File: config.mk
export PLATFORM = sky130hd
export DESIGN_NAME = kbd_ps2_matrix
export DESIGN_NICKNAME = d
export VERILOG_FILES = /design/src/rtl/kbd_ps2_matrix.sv
export SDC_FILE = /design/constraint.sdc
export NUM_CORES = 1
export LEC_CHECK = 0
export CORE_UTILIZATION = 30
export DETAILED_ROUTE_END_ITERATION = 7
export MAX_ROUTING_LAYER = met4
export PLACE_DENSITY = 0.55
export SETUP_SLACK_MARGIN = 0.1
export SYNTH_ARGS = -nofsm -noshare
export SYNTH_HDL_FRONTEND = slang
export SYNTH_SLANG_ARGS = --single-unit
File: constraint.sdc
create_clock -name clk -period 2.9 [get_ports clk]
set_input_delay 0.435 -clock clk [delete_from_list [all_inputs] [get_ports clk]]
set_output_delay 0.435 -clock clk [all_outputs]
set_load 0.05 [all_outputs]
File: src/rtl/kbd_ps2_matrix.sv
// PS/2 keyboard front end that presents pressed keys as a passive 8x8 matrix
// behind an active-low column select, plus modifier and reset-key lines.
module kbd_ps2_matrix #(
  parameter int FILTER  = 8,
  parameter int TIMEOUT = 50000
) (
  input  logic       clk,
  input  logic       reset,
  input  logic       ps2_clk,
  input  logic       ps2_data,
  input  logic [7:0] col_sel,
  output logic [7:0] row_out,
  output logic       shift_n,
  output logic       ctrl_n,
  output logic       rus_n,
  output logic       reset_key,
  output logic       key_strobe,
  output logic       err
);

  localparam int FW = $clog2(FILTER + 1);
  localparam int TW = $clog2(TIMEOUT + 1);

  // Bit 0 of the state marks a pending E0, bit 1 a pending F0.
  localparam logic [1:0] ST_IDLE    = 2'd0;
  localparam logic [1:0] ST_EXT     = 2'd1;
  localparam logic [1:0] ST_BRK     = 2'd2;
  localparam logic [1:0] ST_EXT_BRK = 2'd3;

  // Key map ROM indexed by {ext, code}: {valid, col[2:0], row[2:0]}.
  function automatic logic [6:0] keymap(input logic [8:0] idx);
    case (idx)
      9'h029:  keymap = {1'b1, 3'd0, 3'd7};  // space
      9'h016:  keymap = {1'b1, 3'd0, 3'd1};  // 1
      9'h01E:  keymap = {1'b1, 3'd0, 3'd2};  // 2
      9'h01C:  keymap = {1'b1, 3'd2, 3'd1};  // A
      9'h032:  keymap = {1'b1, 3'd2, 3'd2};  // B
      9'h021:  keymap = {1'b1, 3'd2, 3'd3};  // C
      9'h023:  keymap = {1'b1, 3'd2, 3'd4};  // D
      9'h175:  keymap = {1'b1, 3'd6, 3'd0};  // up
      9'h16B:  keymap = {1'b1, 3'd6, 3'd1};  // left
      9'h172:  keymap = {1'b1, 3'd6, 3'd2};  // down
      9'h174:  keymap = {1'b1, 3'd6, 3'd3};  // right
      9'h076:  keymap = {1'b1, 3'd7, 3'd2};  // esc
      9'h066:  keymap = {1'b1, 3'd7, 3'd5};  // backspace
      9'h05A:  keymap = {1'b1, 3'd7, 3'd7};  // enter
      default: keymap = 7'd0;
    endcase
  endfunction

  logic              clk_s1_q, clk_s1_d, clk_s2_q, clk_s2_d;
  logic              dat_s1_q, dat_s1_d, dat_s2_q, dat_s2_d;
  logic              filt_q, filt_d, fall_q, fall_d;
  logic [FW-1:0]     fcnt_q, fcnt_d;
  logic [3:0]        bcnt_q, bcnt_d;
  logic [TW-1:0]     tmo_q, tmo_d;
  logic [9:0]        sh_q, sh_d;
  logic [7:0]        byte_q, byte_d;
  logic              byte_vld_q, byte_vld_d;
  logic              err_q, err_d;
  logic [1:0]        st_q, st_d;
  logic [7:0][7:0]   mat_q, mat_d;
  logic              lsh_q, lsh_d, rsh_q, rsh_d, ctl_q, ctl_d, alt_q, alt_d, f12_q, f12_d;
  logic              strobe_q, strobe_d;
  logic [6:0]        ent;
  logic [7:0]        row_acc;

  // Conditioning: synchronizers, saturating clock filter, falling-edge detect.
  always_comb begin
    clk_s1_d = ps2_clk;
    clk_s2_d = clk_s1_q;
    dat_s1_d = ps2_data;
    dat_s2_d = dat_s1_q;
    filt_d   = filt_q;
    fcnt_d   = '0;
    if (clk_s2_q != filt_q) begin
      if (fcnt_q == FW'(FILTER - 1)) filt_d = clk_s2_q;
      else fcnt_d = fcnt_q + 1'b1;
    end
    fall_d = filt_q & ~filt_d;
  end

  // Frame receiver: sh_q collects start, data and parity; the stop bit is checked live.
  always_comb begin
    bcnt_d     = bcnt_q;
    sh_d       = sh_q;
    tmo_d      = tmo_q;
    byte_d     = byte_q;
    byte_vld_d = 1'b0;
    err_d      = 1'b0;
    if (fall_q) begin
      tmo_d = '0;
      if (bcnt_q == 4'd10) begin
        bcnt_d = 4'd0;
        if (!sh_q[0] && (^sh_q[9:1]) && dat_s2_q) begin
          byte_vld_d = 1'b1;
          byte_d     = sh_q[8:1];
        end else begin
          err_d = 1'b1;
        end
      end else begin
        sh_d   = {dat_s2_q, sh_q[9:1]};
        bcnt_d = bcnt_q + 4'd1;
      end
    end else if (bcnt_q == 4'd0) begin
      tmo_d = '0;
    end else if (tmo_q == TW'(TIMEOUT - 1)) begin
      bcnt_d = 4'd0;
      tmo_d  = '0;
      err_d  = 1'b1;
    end else begin
      tmo_d = tmo_q + 1'b1;
    end
  end

  // Decoder: prefix tracking, then matrix / flag update with the strobe.
  always_comb begin
    st_d     = st_q;
    mat_d    = mat_q;
    lsh_d    = lsh_q;
    rsh_d    = rsh_q;
    ctl_d    = ctl_q;
    alt_d    = alt_q;
    f12_d    = f12_q;
    strobe_d = 1'b0;
    ent      = keymap({st_q[0], byte_q});
    if (byte_vld_q) begin
      if (st_q == ST_IDLE && byte_q == 8'hE0) begin
        st_d = ST_EXT;
      end else if (byte_q == 8'hF0 && (st_q == ST_IDLE || st_q == ST_EXT)) begin
        st_d = (st_q == ST_EXT) ? ST_EXT_BRK : ST_BRK;
      end else if (byte_q == 8'hAA || byte_q == 8'hFA || byte_q == 8'hEE || byte_q == 8'hFE) begin
        strobe_d = 1'b1;
      end else begin
        strobe_d = 1'b1;
        st_d     = ST_IDLE;
        if (byte_q == 8'h00 || byte_q == 8'hFF) begin
          mat_d = '0;
          lsh_d = 1'b0;
          rsh_d = 1'b0;
          ctl_d = 1'b0;
          alt_d = 1'b0;
          f12_d = 1'b0;
        end else if (!st_q[0] && byte_q == 8'h12) begin
          lsh_d = ~st_q[1];
        end else if (!st_q[0] && byte_q == 8'h59) begin
          rsh_d = ~st_q[1];
        end else if (!st_q[0] && byte_q == 8'h14) begin
          ctl_d = ~st_q[1];
        end else if (!st_q[0] && byte_q == 8'h11) begin
          alt_d = ~st_q[1];
        end else if (!st_q[0] && byte_q == 8'h07) begin
          f12_d = ~st_q[1];
        end else if (ent[6]) begin
          mat_d[ent[5:3]][ent[2:0]] = ~st_q[1];
        end
      end
    end
  end

  always_ff @(posedge clk) begin
    if (reset) begin
      clk_s1_q   <= 1'b1;
      clk_s2_q   <= 1'b1;
      dat_s1_q   <= 1'b1;
      dat_s2_q   <= 1'b1;
      filt_q     <= 1'b1;
      fcnt_q     <= '0;
      fall_q     <= 1'b0;
      bcnt_q     <= 4'd0;
      tmo_q      <= '0;
      byte_vld_q <= 1'b0;
      err_q      <= 1'b0;
      st_q       <= ST_IDLE;
      mat_q      <= '0;
      lsh_q      <= 1'b0;
      rsh_q      <= 1'b0;
      ctl_q      <= 1'b0;
      alt_q      <= 1'b0;
      f12_q      <= 1'b0;
      strobe_q   <= 1'b0;
    end else begin
      clk_s1_q   <= clk_s1_d;
      clk_s2_q   <= clk_s2_d;
      dat_s1_q   <= dat_s1_d;
      dat_s2_q   <= dat_s2_d;
      filt_q     <= filt_d;
      fcnt_q     <= fcnt_d;
      fall_q     <= fall_d;
      bcnt_q     <= bcnt_d;
      tmo_q      <= tmo_d;
      byte_vld_q <= byte_vld_d;
      err_q      <= err_d;
      st_q       <= st_d;
      mat_q      <= mat_d;
      lsh_q      <= lsh_d;
      rsh_q      <= rsh_d;
      ctl_q      <= ctl_d;
      alt_q      <= alt_d;
      f12_q      <= f12_d;
      strobe_q   <= strobe_d;
    end
  end

  // Frame and byte holding registers carry data only.
  always_ff @(posedge clk) begin
    sh_q   <= sh_d;
    byte_q <= byte_d;
  end

  // Row sense is combinational so the PPI sees it in the same cycle as col_sel.
  always_comb begin
    row_acc = 8'h00;
    for (int c = 0; c < 8; c++) begin
      row_acc = row_acc | (mat_q[c] & {8{~col_sel[c]}});
    end
    row_out = ~row_acc;
  end

  assign shift_n    = ~(lsh_q | rsh_q);
  assign ctrl_n     = ~ctl_q;
  assign rus_n      = ~alt_q;
  assign reset_key  = f12_q;
  assign key_strobe = strobe_q;
  assign err        = err_q;

endmodule

==> metrics.md <==
| Metric | Value |
|---|---|
| Status | finished clean |
| Maximum root-to-sink buffer count | 2 |
| Ys async rst share | 0 |
| Hold Path Class | flop to flop |
| Largest net degree at the start of global routing | 51 |
| Worst R2R Start | byte_q[6] |
| Post-synth EDFFs | 18 |
| Area of the mapped netlist | 5150 sq um |
| Starting Density | 0.309 |
| Pre-CTS setup slack | 331 ps |
| Slew Limit Headroom | 0.413 |
| Clk sinks | 122 |
| Fin crit share | 0.864 |
| Post-Syn Instances | 551 |
| FF-to-FF End | mat_q[50] |
| RSZ-0062 raised after global routing | false |
| Core ar. | 16600 sq um |
| Yosys cell types | 53 |
| Root buffer cell | clkbuf_16 |
| FF-to-FF setup slack | 470 ps |
| WP depth | 5 |
| Synthesized Nets | 568 |
| Internal power | 3.31 mW |
| Setup Fix Bufs, Post-CTS | 0 |
| Sequential fraction of design power | 0.424 |
| IO Pins | 26 |
| Setup ws final | 395 ps |
| HP Start | clk_s1_q |
| Clk_lat worst skew | 410 ps |
| WL/cell | 13.5 um |
| Clock skew | 6.93 ps |
| Die Wd | 133 um |
| Area delta synth->final | 22.2% |
| Synthesized area per cell | 9.34 sq um |
| Initial DRT Pass Iterations | 4 |
| Crit path required time | 2470 ps |
| Crit Path Category | primary input to output pin |
| DRC Markers | 0 |
| GP Congestion | 0.884 |
| Commonest cells in the netlist | dfxtp_1 (104), inv_1 (74), and2_1 (52) |
| R2R cell count | 5 |
| Hold Vio Cnt, Final | 0 |
| First-pass GRT wire length | 18300 um |
| Crit-path max cell delay | 670 ps |
| Cell with the most instances after synthesis | dfxtp_1 |
| Synth Warn # | 0 |
| Worst Path Buf+Inv | 3 |
| Share of post-route cells with drive strength above 1 | 0.0979 |
| Top cell type's share of synthesized area | 0.404 |
| Setup violations, final | 0 |
| Slew @ Worst Pin | 869 ps |
| Leading register cell type out of synthesis | dfxtp_1 |
| Port bufs | 25 |
| Critical path endpoint category | output pin |
| Seq/Total Area, Yosys | 0.509 |
| Final Max Tran Viols | 0 |
| Nets@finish | 587 |
| Critical path's slowest cell | clkdlybuf4s50_1 |
| Leading area contributor after synthesis | dfxtp_1 |
| Switching Power | 0.741 mW |
| Worst-path clk slew | 50 ps |
| Num CTS Buffers | 17 |
| Logic pwr share | 0.014 |
| Fmax | 399 MHz |
| Worst setup SP type | primary input |
| Number of vias per cell | 4.79 |
| Post-Route WL | 10900 um |
| Post-DP HPWL | 7590 um |
| Post-CTS sizing | 0 |
| Die Footprint | 17700 sq um |
| CP Max Fanout | 8 |
| Critical-path cell list | clkdlybuf4s50_1 -> o22ai_1 -> nor4_1 -> buf_4 -> buf_12 |
| Lkg Pwr | 2.19 nW |
| CTS tree | done |
| VDD IR-drop max | 0.488 mV |
| Setup_tns | 0 ps |
| Synth top area cells | dfxtp_1 (40%), edfxtp_1 (10%), and2_1 (6.3%) |
| Top delay family on crit path | buffers and inverters |
| Tmin final | 2500 ps |
| GRT overflow | 0 |
| Arr. time, crit path | 2070 ps |
| Hold Path Sink | clk_s2_q |
| Number of global-route vias before repair | 3756 |
| Clock share of power | 0.562 |
| Routed vias | 3838 |
| H-tree depth | 4 |
| Initial antenna violation count | 0 |
| Pwr dens | 644 nW/um^2 |
| ANT nets after route | 0 |
| Max-cap violations | 0 |
| Synthesis-stage register bit count | 122 |
| Net Sw Frac | 0.183 |
| 1st-iter DRT viols | 251 |
| Worst hold path stage count | 1 |
| FP Rows | 47 |
| Hold_buf cts | 0 |
| Overall routing resource usage | 0.137 |
| Die height | 133 um |
| # diodes | 0 |
[final cells by class]
cell class,count,area (sq um)
Clock inverter,7,135
Fill cell,1628,10400
Sequential cell,122,2620
Clock buffer,24,513
Timing Repair Buffer,33,403
Multi-Input combinational cell,322,2060
Tap cell,220,275
Inverter,74,278
[sequential cells by signal, indices dropped and copies added, names as in the netlist, 2 cells and up]
signal  cells
st_q        2
bcnt_q      4
byte_q      8
sh_q       10
tmo_q      16
fcnt_q      4
mat_q      64
[placed cells by master, fill, tap and decap left out, drive strengths merged, types with 15 or more instances in the layout]
master,synthesis,layout
nand3,15,15
o21ai,19,19
nor2,40,40
o22ai,32,32
clkdlybuf4s50,0,17
edfxtp,18,18
nand2,18,18
dfxtp,104,104
a32o,15,15
inv,74,74
clkbuf,22,24
and2,52,52
buf,11,16
[power groups by stage]
| stage | clock, mW | combinational (mW) | sequential (mW) |
|---|---|---|---|
| after floorplan | 0 | 0.0360 | 1.75 |
| after global placement | 0 | 0.0550 | 1.75 |
| after detailed placement | 0 | 0.0564 | 1.75 |
| after CTS | 2.32 | 0.0569 | 1.72 |
| after global routing | 2.39 | 0.0617 | 1.72 |
| final | 2.28 | 0.0567 | 1.72 |
[how the worst max path moves through the flow]
| stage | from | to | slack (ps) |
|---|---|---|---|
| 3_5_place_dp | col_sel[6] | row_out[7] | 330 |
| 2_1_floorplan | col_sel[7] | row_out[1] | 130 |
| 6_report | col_sel[6] | row_out[7] | 400 |
| 3_3_place_gp | col_sel[6] | row_out[7] | 370 |
| 5_1_grt | col_sel[6] | row_out[7] | 230 |
| 4_1_cts | col_sel[6] | row_out[7] | 310 |
[metrics by stage]
| stage | hold WS (ps) | std cells | util | power, mW | instance area, sq um |
|---|---|---|---|---|---|
| CTS | 411 | 802 | 0.378 | 4.10 | 6290 |
| global route | 416 | 802 | 0.378 | 4.17 | 6290 |
| floorplan | 389 | 551 | - | 1.79 | 5150 |
| finish | 412 | 802 | 0.378 | 4.05 | 6290 |
| detailed placement | 399 | 771 | 0.339 | 1.81 | 5640 |
| global placement | 397 | 771 | 0.339 | 1.81 | 5640 |
[worst reg2reg max path, delay by kind of cell, from the launching register on]
kind,cells,cell delay (ps)
AO/OA/AOI/OAI,2,550
flip-flops,1,580
AND/OR/NAND/NOR,3,1180
[cell families (layout without fill, tap and decap cells)]
logic type               count (synthesis)  after routing  share of synthesized area
flip-flops                             122            122                      0.509
multiplexers                             2              2                    0.00389
AND/OR/NAND/NOR                        202            202                      0.219
adder cells (fa/ha/maj)                  5              5                     0.0122
AO/OA/AOI/OAI                           88             88                      0.121
XOR/XNOR                                25             25                     0.0452
buffers and inverters                  107            138                     0.0899
[layer usage]
metal,part of all wire,track usage,up-vias
met3,0.043,0.0368,11
li1,-,-,1921
met1,0.48,0.170,1814
met4,0.013,0.0613,0
met5,0,-,-
met2,0.46,0.206,92
(Power assumes the default switching activity.)
